===== src/rtl/hs_upload_server_if.sv =====
// hps_io ioctl upload channel: request side driven by hps_io, data/throttle by the core.
interface hs_upload_server_if;
    logic        ioctl_upload;
    logic [7:0]  ioctl_index;
    logic        ioctl_rd;
    logic [24:0] ioctl_addr;
    logic [7:0]  ioctl_din;
    logic        ioctl_wait;
    logic        ioctl_upload_req;

    modport master (
        output ioctl_upload, ioctl_index, ioctl_rd, ioctl_addr,
        input  ioctl_din, ioctl_wait, ioctl_upload_req
    );

    modport slave (
        input  ioctl_upload, ioctl_index, ioctl_rd, ioctl_addr,
        output ioctl_din, ioctl_wait, ioctl_upload_req
    );
endinterface


===== src/rtl/hs_upload_server.sv =====
// Serves HPS ioctl uploads of the hiscore/NVRAM region: pauses the CPU, fetches
// each requested byte from RAM while stalling hps_io, and raises autosave requests.
module hs_upload_server #(
    parameter int unsigned ADDR_W     = 12,
    parameter int unsigned DEPTH      = 4096,
    parameter logic [7:0]  UPLOAD_IDX = 8'd4,
    parameter int unsigned RAM_LAT    = 1,
    parameter logic [23:0] HOLDOFF    = 24'd2400000
) (
    input  logic              clk_sys,
    input  logic              reset_n,
    hs_upload_server_if.slave hps,
    output logic [ADDR_W-1:0] ram_addr,
    output logic              ram_rd,
    input  logic [7:0]        ram_data,
    output logic              pause_req,
    input  logic              pause_ack,
    input  logic              dirty,
    input  logic              autosave,
    output logic              busy
);

    typedef enum logic [2:0] {StIdle, StPausing, StReady, StFetch, StPresent} state_e;

    state_e      state_q;
    logic        active_q;
    logic        pend_q;
    logic        served_q;
    logic [24:0] addr_q;
    logic [1:0]  lat_q;
    logic        flag_q;
    logic        requested_q;
    logic [23:0] hold_q;

    logic        active;
    logic        upload_end;
    logic        rd_any;
    logic [24:0] rd_addr;
    logic        rd_ok;
    logic        issue;

    assign active     = hps.ioctl_upload && (hps.ioctl_index == UPLOAD_IDX);
    assign upload_end = (state_q != StIdle) && !active;
    // A read latched before the pause completed takes precedence over the live request lines.
    assign rd_any     = pend_q || hps.ioctl_rd;
    assign rd_addr    = pend_q ? addr_q : hps.ioctl_addr;
    // Full 25-bit compare so addresses with upper bits set are out of range.
    assign rd_ok      = 32'(rd_addr) < DEPTH;
    // PRESENT accepts a back-to-back read so hps_io is never dropped on the floor.
    assign issue      = rd_any && ((state_q == StPausing && pause_ack) ||
                                   state_q == StReady || state_q == StPresent);

    // Upload FSM with registered ioctl, RAM and pause outputs.
    always_ff @(posedge clk_sys or negedge reset_n) begin
        if (!reset_n) begin
            state_q        <= StIdle;
            active_q       <= 1'b0;
            pend_q         <= 1'b0;
            served_q       <= 1'b0;
            addr_q         <= '0;
            lat_q          <= '0;
            hps.ioctl_din  <= '0;
            hps.ioctl_wait <= 1'b0;
            ram_addr       <= '0;
            ram_rd         <= 1'b0;
            pause_req      <= 1'b0;
            busy           <= 1'b0;
        end else begin
            active_q <= active;
            ram_rd   <= 1'b0;
            if (upload_end) begin
                // Abort whatever is in flight; the fetched byte (if any) is discarded.
                state_q        <= StIdle;
                pend_q         <= 1'b0;
                pause_req      <= 1'b0;
                hps.ioctl_wait <= 1'b0;
                busy           <= 1'b0;
            end else if (issue) begin
                pend_q <= 1'b0;
                addr_q <= rd_addr;
                if (rd_ok) begin
                    state_q        <= StFetch;
                    ram_addr       <= rd_addr[ADDR_W-1:0];
                    ram_rd         <= 1'b1;
                    lat_q          <= '0;
                    hps.ioctl_wait <= 1'b1;
                end else begin
                    // Out of range: return zero immediately without touching RAM.
                    state_q        <= StReady;
                    hps.ioctl_din  <= 8'h00;
                    hps.ioctl_wait <= 1'b0;
                    served_q       <= 1'b1;
                end
            end else begin
                unique case (state_q)
                    StIdle: begin
                        if (active && !active_q) begin
                            state_q   <= StPausing;
                            pause_req <= 1'b1;
                            busy      <= 1'b1;
                            served_q  <= 1'b0;
                            if (hps.ioctl_rd) begin
                                pend_q         <= 1'b1;
                                addr_q         <= hps.ioctl_addr;
                                hps.ioctl_wait <= 1'b1;
                            end
                        end
                    end
                    StPausing: begin
                        if (pause_ack) begin
                            state_q <= StReady;
                        end else if (hps.ioctl_rd && !pend_q) begin
                            pend_q         <= 1'b1;
                            addr_q         <= hps.ioctl_addr;
                            hps.ioctl_wait <= 1'b1;
                        end
                    end
                    StReady: begin
                        state_q <= StReady;
                    end
                    StFetch: begin
                        if (lat_q == 2'(RAM_LAT)) begin
                            hps.ioctl_din  <= ram_data;
                            hps.ioctl_wait <= 1'b0;
                            served_q       <= 1'b1;
                            state_q        <= StPresent;
                        end else begin
                            lat_q <= lat_q + 2'd1;
                        end
                    end
                    StPresent: begin
                        state_q <= StReady;
                    end
                    default: begin
                        state_q <= StIdle;
                    end
                endcase
            end
        end
    end

    // Dirty tracking and holdoff timer; one upload request per dirty episode.
    always_ff @(posedge clk_sys or negedge reset_n) begin
        if (!reset_n) begin
            flag_q               <= 1'b0;
            requested_q          <= 1'b0;
            hold_q               <= '0;
            hps.ioctl_upload_req <= 1'b0;
        end else begin
            hps.ioctl_upload_req <= 1'b0;
            if (upload_end && served_q) begin
                flag_q      <= 1'b0;
                requested_q <= 1'b0;
            end else if (dirty) begin
                // Loaded one short so the request lands HOLDOFF cycles after the strobe.
                flag_q <= 1'b1;
                hold_q <= HOLDOFF - 24'd1;
            end else if (state_q == StIdle && flag_q) begin
                if (hold_q != 24'd0) begin
                    hold_q <= hold_q - 24'd1;
                end
                if (autosave && !requested_q && hold_q <= 24'd1) begin
                    hps.ioctl_upload_req <= 1'b1;
                    requested_q          <= 1'b1;
                end
            end
        end
    end

endmodule


===== src/flat_wrapper.sv =====
// flat-port wrapper written by rule: the top's interface ports become plain ports
module hs_upload_server_flat 
#(
    parameter int unsigned ADDR_W     = 12,
    parameter int unsigned DEPTH      = 4096,
    parameter logic [7:0]  UPLOAD_IDX = 8'd4,
    parameter int unsigned RAM_LAT    = 1,
    parameter logic [23:0] HOLDOFF    = 24'd2400000
)
  (clk_sys, reset_n, ram_addr, ram_rd, ram_data, pause_req, pause_ack, dirty, autosave, busy, hps_ioctl_upload, hps_ioctl_index, hps_ioctl_rd, hps_ioctl_addr, hps_ioctl_din, hps_ioctl_wait, hps_ioctl_upload_req);
  hs_upload_server_if hps_i ();
  input  logic clk_sys;
  input  logic reset_n;
  output logic [ADDR_W-1:0] ram_addr;
  output logic ram_rd;
  input  logic [7:0] ram_data;
  output logic pause_req;
  input  logic pause_ack;
  input  logic dirty;
  input  logic autosave;
  output logic busy;
  input wire logic [$bits(hps_i.ioctl_upload)-1:0] hps_ioctl_upload;
  input wire logic [$bits(hps_i.ioctl_index)-1:0] hps_ioctl_index;
  input wire logic [$bits(hps_i.ioctl_rd)-1:0] hps_ioctl_rd;
  input wire logic [$bits(hps_i.ioctl_addr)-1:0] hps_ioctl_addr;
  output wire logic [$bits(hps_i.ioctl_din)-1:0] hps_ioctl_din;
  output wire logic [$bits(hps_i.ioctl_wait)-1:0] hps_ioctl_wait;
  output wire logic [$bits(hps_i.ioctl_upload_req)-1:0] hps_ioctl_upload_req;
  assign hps_i.ioctl_upload = hps_ioctl_upload;
  assign hps_i.ioctl_index = hps_ioctl_index;
  assign hps_i.ioctl_rd = hps_ioctl_rd;
  assign hps_i.ioctl_addr = hps_ioctl_addr;
  assign hps_ioctl_din = hps_i.ioctl_din;
  assign hps_ioctl_wait = hps_i.ioctl_wait;
  assign hps_ioctl_upload_req = hps_i.ioctl_upload_req;
  hs_upload_server #(.ADDR_W(ADDR_W), .DEPTH(DEPTH), .UPLOAD_IDX(UPLOAD_IDX), .RAM_LAT(RAM_LAT), .HOLDOFF(HOLDOFF)) u_core (.clk_sys(clk_sys), .reset_n(reset_n), .hps(hps_i), .ram_addr(ram_addr), .ram_rd(ram_rd), .ram_data(ram_data), .pause_req(pause_req), .pause_ack(pause_ack), .dirty(dirty), .autosave(autosave), .busy(busy));
endmodule

===== config.mk =====
export PLATFORM = sky130hd
export DESIGN_NAME = hs_upload_server_flat
export DESIGN_NICKNAME = d
export VERILOG_FILES = /design/src/rtl/hs_upload_server_if.sv /design/src/rtl/hs_upload_server.sv /design/src/flat_wrapper.sv
export SDC_FILE = /design/constraint.sdc
export NUM_CORES = 1
export LEC_CHECK = 0
export ABC_AREA = 1
export BUFFER_PORTS_ARGS = -buffer_cell sky130_fd_sc_hd__buf_2
export CORE_MARGIN = 5
export CORE_UTILIZATION = 30
export CTS_CLUSTER_DIAMETER = 120
export DETAILED_ROUTE_END_ITERATION = 16
export PLACE_DENSITY = 0.59
export SYNTH_ARGS = -nofsm -noshare
export SYNTH_HDL_FRONTEND = slang
export SYNTH_SLANG_ARGS = --single-unit

===== constraint.sdc =====
create_clock -name clk_sys -period 1.7 [get_ports clk_sys]
set_clock_uncertainty 0.15 [all_clocks]
set_input_delay 0.51 -clock clk_sys [delete_from_list [all_inputs] [get_ports clk_sys]]
set_output_delay 0.51 -clock clk_sys [all_outputs]
set_load 0.02 [all_outputs]

After elaboration in Yosys (flattened, before gate mapping)
Index checks and enable logic that the tools add are counted.
{"block": "word_totals", "out_inout_bits": 25, "input_bits": 48, "reg_bits": 83}
{"block": "op_classes", "n_mux": 58, "eq_ne": 22, "addsub": 2, "magnitude_cmp": 2, "reduce_logical": 45, "bitwise": 2}
{"operator": "25-bit two-way mux", "n": 6}
{"operator": "24-bit two-way mux", "n": 3}
{"operator": "25-bit case mux with 2 select lines", "n": 1}
{"operator": "8-bit two-way mux", "n": 4}
{"operator": "1-bit two-way mux", "n": 31}
{"operator": "25-bit by 13-bit < comparator with 1-bit output (second input constant)", "n": 1}
{"operator": "24-bit by 1-bit <= comparator with 1-bit output (second input constant)", "n": 1}
{"operator": "24-bit nonzero test", "n": 1}
{"operator": "24-bit by 1-bit subtractor with 24-bit output (second input constant)", "n": 1}
{"operator": "2-bit nonzero test", "n": 9}
{"operator": "4-bit by 2-bit != test with 1-bit output (second input constant)", "n": 4}
{"operator": "3-bit two-way mux", "n": 5}
{"operator": "3-bit AND reduction", "n": 5}
{"operator": "3-bit case mux with 4 select lines", "n": 1}
{"operator": "6-bit AND reduction", "n": 2}
{"operator": "1-bit logical AND", "n": 10}
{"operator": "5-bit AND reduction", "n": 2}
{"operator": "3-bit by 2-bit != test with 1-bit output (second input constant)", "n": 3}
{"operator": "3-bit nonzero test", "n": 3}
{"operator": "8-bit by 3-bit == test with 1-bit output (second input constant)", "n": 1}
{"operator": "2-bit two-way mux", "n": 4}
{"operator": "2-bit by 1-bit != test with 1-bit output (second input constant)", "n": 4}
{"operator": "4-bit by 1-bit != test with 1-bit output (second input constant)", "n": 2}
{"operator": "4-bit AND reduction", "n": 2}
{"operator": "other kinds (16)", "n": 25}

Longest topological paths before layout
{"block": "depth", "ltp_word": 7, "depth_mapped": 13, "mapped_depth_nobuf": 12}

Worst setup path before layout
No wires, ideal clock.
{"block": "synth_timing", "kind": "in2reg", "startpoint": "input hps_ioctl_index[6]", "endpoint": "register u_core.hps.ioctl_din[7]", "required_ns": 1.433, "arrival_ns": 1.570, "slack_ns": -0.137, "stages": 11, "cell_sequence": "inv_1 -> nand2_1 -> nor2_1 -> inv_1 -> nor2_2 -> o21ai_0 -> nor2_1 -> nand3_4 -> buf_8 -> nand2_2 -> o21ai_2"}
{"block": "synth_via", "elab_chain_len": 6}
{"item": "start: declaration", "line": "flat_wrapper.sv:23", "text": "input wire logic [$bits(hps_i.ioctl_index)-1:0] hps_ioctl_index;"}
{"item": "8-bit by 3-bit == test with 1-bit output", "line": "hs_upload_server.sv:42", "text": "assign active = hps.ioctl_upload && (hps.ioctl_index == UPLOAD_IDX);"}
{"item": "1-bit logical AND", "line": "hs_upload_server.sv:42"}
{"item": "named net u_core.active", "line": "hs_upload_server.sv:35", "text": "logic active;"}
{"item": "1-bit logical NOT", "line": "hs_upload_server.sv:43", "text": "assign upload_end = (state_q != StIdle) && !active;"}
{"item": "1-bit logical AND", "line": "hs_upload_server.sv:43"}
{"item": "1-bit inverter (no source line)"}
{"item": "4-bit AND reduction (no source line)"}
{"item": "end signal: assignment", "line": "hs_upload_server.sv:123", "text": "hps.ioctl_din <= ram_data;"}
{"item": "end: declaration", "line": "hs_upload_server_if.sv:18", "text": "output ioctl_din, ioctl_wait, ioctl_upload_req"}
The timed path passes the listed nets, and every way through them passes these cells.
A chain may end at the register's enable or synchronous reset.

Worst setup path after layout
{"block": "layout_timing", "startpoint": "register u_core.state_q[1]", "endpoint": "register u_core.addr_q[12]"}
{"block": "layout_via", "elab_chain_len": 7, "elab_cells_between_ends": 19}
{"item": "start: declaration", "line": "hs_upload_server.sv:25", "text": "state_e state_q;"}
{"item": "start signal: assignment", "line": "hs_upload_server.sv:56", "text": "state_q <= StIdle;"}
{"item": "start signal: assignment", "line": "hs_upload_server.sv:73", "text": "state_q <= StIdle;"}
{"item": "start signal: assignment", "line": "hs_upload_server.sv:82", "text": "state_q <= StFetch;"}
{"item": "3-bit by 1-bit == test with 1-bit output", "line": "hs_upload_server.sv:50, hs_upload_server.sv:95"}
{"item": "1-bit logical AND", "line": "hs_upload_server.sv:50", "text": "assign issue = rd_any && ((state_q == StPausing && pause_ack) ||"}
{"item": "1-bit logical OR", "line": "hs_upload_server.sv:50"}
{"item": "1-bit logical OR", "line": "hs_upload_server.sv:51", "text": "state_q == StReady || state_q == StPresent);"}
{"item": "1-bit logical AND", "line": "hs_upload_server.sv:50"}
{"item": "3-bit by 2-bit != test with 1-bit output (no source line) (tied with other cells)"}
{"item": "6-bit AND reduction (no source line)"}
{"item": "end signal: assignment", "line": "hs_upload_server.sv:80", "text": "addr_q <= rd_addr;"}
{"item": "end signal: assignment", "line": "hs_upload_server.sv:104", "text": "addr_q <= hps.ioctl_addr;"}
{"item": "end signal: assignment", "line": "hs_upload_server.sv:114", "text": "addr_q <= hps.ioctl_addr;"}
{"item": "end: declaration", "line": "hs_upload_server.sv:29", "text": "logic [24:0] addr_q;"}
Several ways; a longest one is shown, not always the timed one.

==> run_results.csv <==
group,metric,value,unit
power_and_ir_drop,vdd_drop_max,0.620,mV
grt,globalRouteOverflowTotal,0,
floorplanning,dieArea,0.0199,mm2
power_and_ir_drop,cell_internal_pwr,5180,uW
timing,rsz0062_at_grt,"yes",
grt,antenna_found_initial,0,
power_and_ir_drop,switchingPower,3350,uW
timing,fin_ws,-0.170,ns
timing,min_period,1.87,ns
floorplanning,ios,73,
routing,final_antenna_net_count,0,
synth,synth_edf_count,0,
place,pre_cts_ws,-0.324,ns
layout,layout_commonest_cell,"nand2_1",
timing,finalCritPeriodShare,1.10,
synth,yosys.area.top_type_share,0.402,
clock_tree,htreeDepth,3,
layout,nNetsFinal,986,
synth,yosys.area.top_type,"dfrtp_1",
power_and_ir_drop,power.leakage,0.00395,uW
synth,ys_async_sr_fraction,1.00,
grt,grt_util_met1,0.199,
synth,syn_avg_cell_area,6.96,um2
run,max-cap-violations,0,
clock_tree,clk_pin_slew_worst_paths,0.06,ns
worst_hold_path,min_path_type,"in2reg",
power_and_ir_drop,combPwrFrac,0.501,
setup_path,cp_max_fo,18,
timing,whs,0.250,ns
grt,track_usage,0.148,
floorplanning,coreArea,0.0171,mm2
synth,syn_area,0.00516,mm2
layout,syn2layout_area_growth,48.2,%
layout,stdcell_area,0.00765,mm2
clock_tree,cts_made_buffers,9,
clock_tree,cts.sinks,83,
synth,synth_seq_cells,83,
synth,ys_seq_area_frac,0.402,
floorplanning,start_util,0.302,
grt,grt_first_pass_wirelength,23900,um
timing,relSlewSlack,0.766,
routing,drt-total-wl,14900,um
routing,wire_per_inst,12.8,um
power_and_ir_drop,cellPowerDensity,1120,mW/mm2
routing,drt_iter0_drc,211,
clock_tree,clock_path_buffers,2,
clock_tree,cts-root-buf,"clkbuf_16",
layout,drive_above_1_share,0.388,
place,port_buffers,72,
clock_tree,cts_tree,"built",
synth,ys_types,35,
grt,grt-busiest-layer,"met2",
layout,multi_input_area,0.00299,mm2
timing,worst_pin_slew,0.351,ns
timing,final_hold_viol_count,0,
routing,vias_per_cell,4.45,
floorplanning,die-width,141,um
routing,drt_pre_antenna_iters,4,
layout,regArea,0.00208,mm2
timing,finalSetupViolations,79,
setup_path,crit_path_end_kind,"flip-flop",
grt,grt_pass1_vias,4877,
floorplanning,fp.dieH,141,um
status,violations,"negative setup slack",
routing,vias,5185,
clock_tree,clkLatencyLatePin,0.35,ns
setup_path,cp.required,1.78,ns
timing,slew_violations,0,
power_and_ir_drop,seq_power_share,0.278,
grt,use_met2,0.245,
synth,synth.top_cells.by_area,"dfrtp_1, nand2_1, nor2_1",
power_and_ir_drop,design_power_total,8540,uW
synth,yosysWarnings,0,
synth,syn-num-nets,794,
setup_path,critPathLaunchType,"flip-flop",
grt,grt_util_met3,0.0282,
setup_path,crit_arrival,1.95,ns
grt,grt_max_degree,36,
routing,drc,0,
synth,synth_cells,742,
setup_path,criticalPathCategory,"reg2reg",
power_and_ir_drop,sw_frac_of_total,0.393,
floorplanning,row_count,48,
layout,diodes,0,
timing,clock.fmax,0.535,GHz
layout,mostFrequentLayoutCells,"nand2_1, buf_4, dfrtp_1",
place,gp_congestion,0.896,
power_and_ir_drop,clkPwrFrac,0.221,
synth,ys.flop_type,"dfrtp_1",
status,status,"finished, violations left",
place,post_dp_cell_area,0.00665,mm2
place,hpwl,10400,um
layout,fillCellCount,1694,
==> final timing paths <==
kind	startpoint	end	slack [ns]	cells past startpoint
worst max-delay path	u_core.state_q[1]$_DFFE_PN0P_	u_core.addr_q[12]$_DFFE_PN0P_	-0.17	11
worst min-delay path	ram_data[4]	u_core.hps.ioctl_din[4]$_DFFE_PN0P_	0.25	3
worst max register to register	u_core.state_q[1]$_DFFE_PN0P_	u_core.addr_q[12]$_DFFE_PN0P_	-0.17	11
worst min register to register	u_core.addr_q[16]$_DFFE_PN0P_	u_core.addr_q[16]$_DFFE_PN0P_	0.32	2
max in group asynchronous	reset_n	u_core.hps.ioctl_din[4]$_DFFE_PN0P_	0.34	3
min in group asynchronous	reset_n	u_core.addr_q[11]$_DFFE_PN0P_	0.46	2
==> Yosys cell counts (4+ instances only) <==
cell type / n
nand2_1: 270
nor2_1: 88
dfrtp_1: 83
inv_1: 83
o21ai_0: 43
o21ai_1: 35
nand3_1: 30
o21ai_2: 18
xor2_1: 17
buf_6: 9
nand2_2: 9
buf_2: 7
clkbuf_1: 7
a21oi_1: 4
ha_1: 4
==> power groups by stage <==
stage	logic [uW]	clock network, uW	registers, uW
after CTS	3770	1960	2360
after floorplan	1910	0	2400
after global placement	3360	0	2380
final	4280	1890	2370
after global routing	4710	2030	2400
after detailed placement	3390	0	2390
==> critical path: stages, from the launching register on <==
cell and delay, ns:
dfrtp_2 0.44, nor2_4 0.20, nand3_2 0.09, nand2_2 0.10, nand2_4 0.10, inv_8 0.09
nor2_4 0.04, nor2_4 0.12, nand2_4 0.11, buf_12 0.17, nand2_1 0.07, o21ai_2 0.05
==> area by class of cell <==
class / instances / area share
tap: 225 / 0.0368
multi-input combinational: 546 / 0.391
clock buffer: 12 / 0.0322
clock inverter: 4 / 0.00442
sequential: 83 / 0.272
timing repair buffer: 205 / 0.212
inverter: 88 / 0.0499
timing repair inverter: 1 / 0.00213
==> cells by family after synthesis <==
logic type | synth area share
buffers and inverters | 0.104
AOI/OAI and AO/OA | 0.116
DFF | 0.402
xor gates and xnor gates | 0.0305
adders and majority gates | 0.00970
and+or+nand+nor | 0.337
==> flip-flops by register name, summed over array words and instances (netlist names), 2 cells and up <==
name	cells
u_core.addr_q	25
u_core.lat_q	2
u_core.hps.ioctl_din	8
u_core.hold_q	24
u_core.ram_addr	12
u_core.state_q	3
==> metrics by stage <==
step                 util  TNS (ns)  instances
finish              0.447     -9.78       1164
detailed placement  0.388    -16.10       1124
global route        0.447    -17.67       1164
floorplan               -     -1.91        742
CTS                 0.423     -6.61       1155
global placement    0.388    -15.80       1124
==> timing repair <==
item | 4_1_cts | 5_1_grt
gates cloned | 4 | 3
hold buffers | 1 | 0
endpoints found under the setup margin | 77 | 81
hold endpoints to repair | 18 | 0
gates resized for setup | 52 | 86
buffers inserted | 10 | 12
pin swaps | 8 | 32
==> routing by layer <==
layer | share of wire | vias to the layer above | wire, um
met5 | 0 | - | 0
met4 | 0.012 | 0 | 183
met3 | 0.036 | 16 | 543
met2 | 0.48 | 95 | 7230
met1 | 0.47 | 2367 | 6980
li1 | - | 2707 | -
Power figures use the tool's default switching activity.
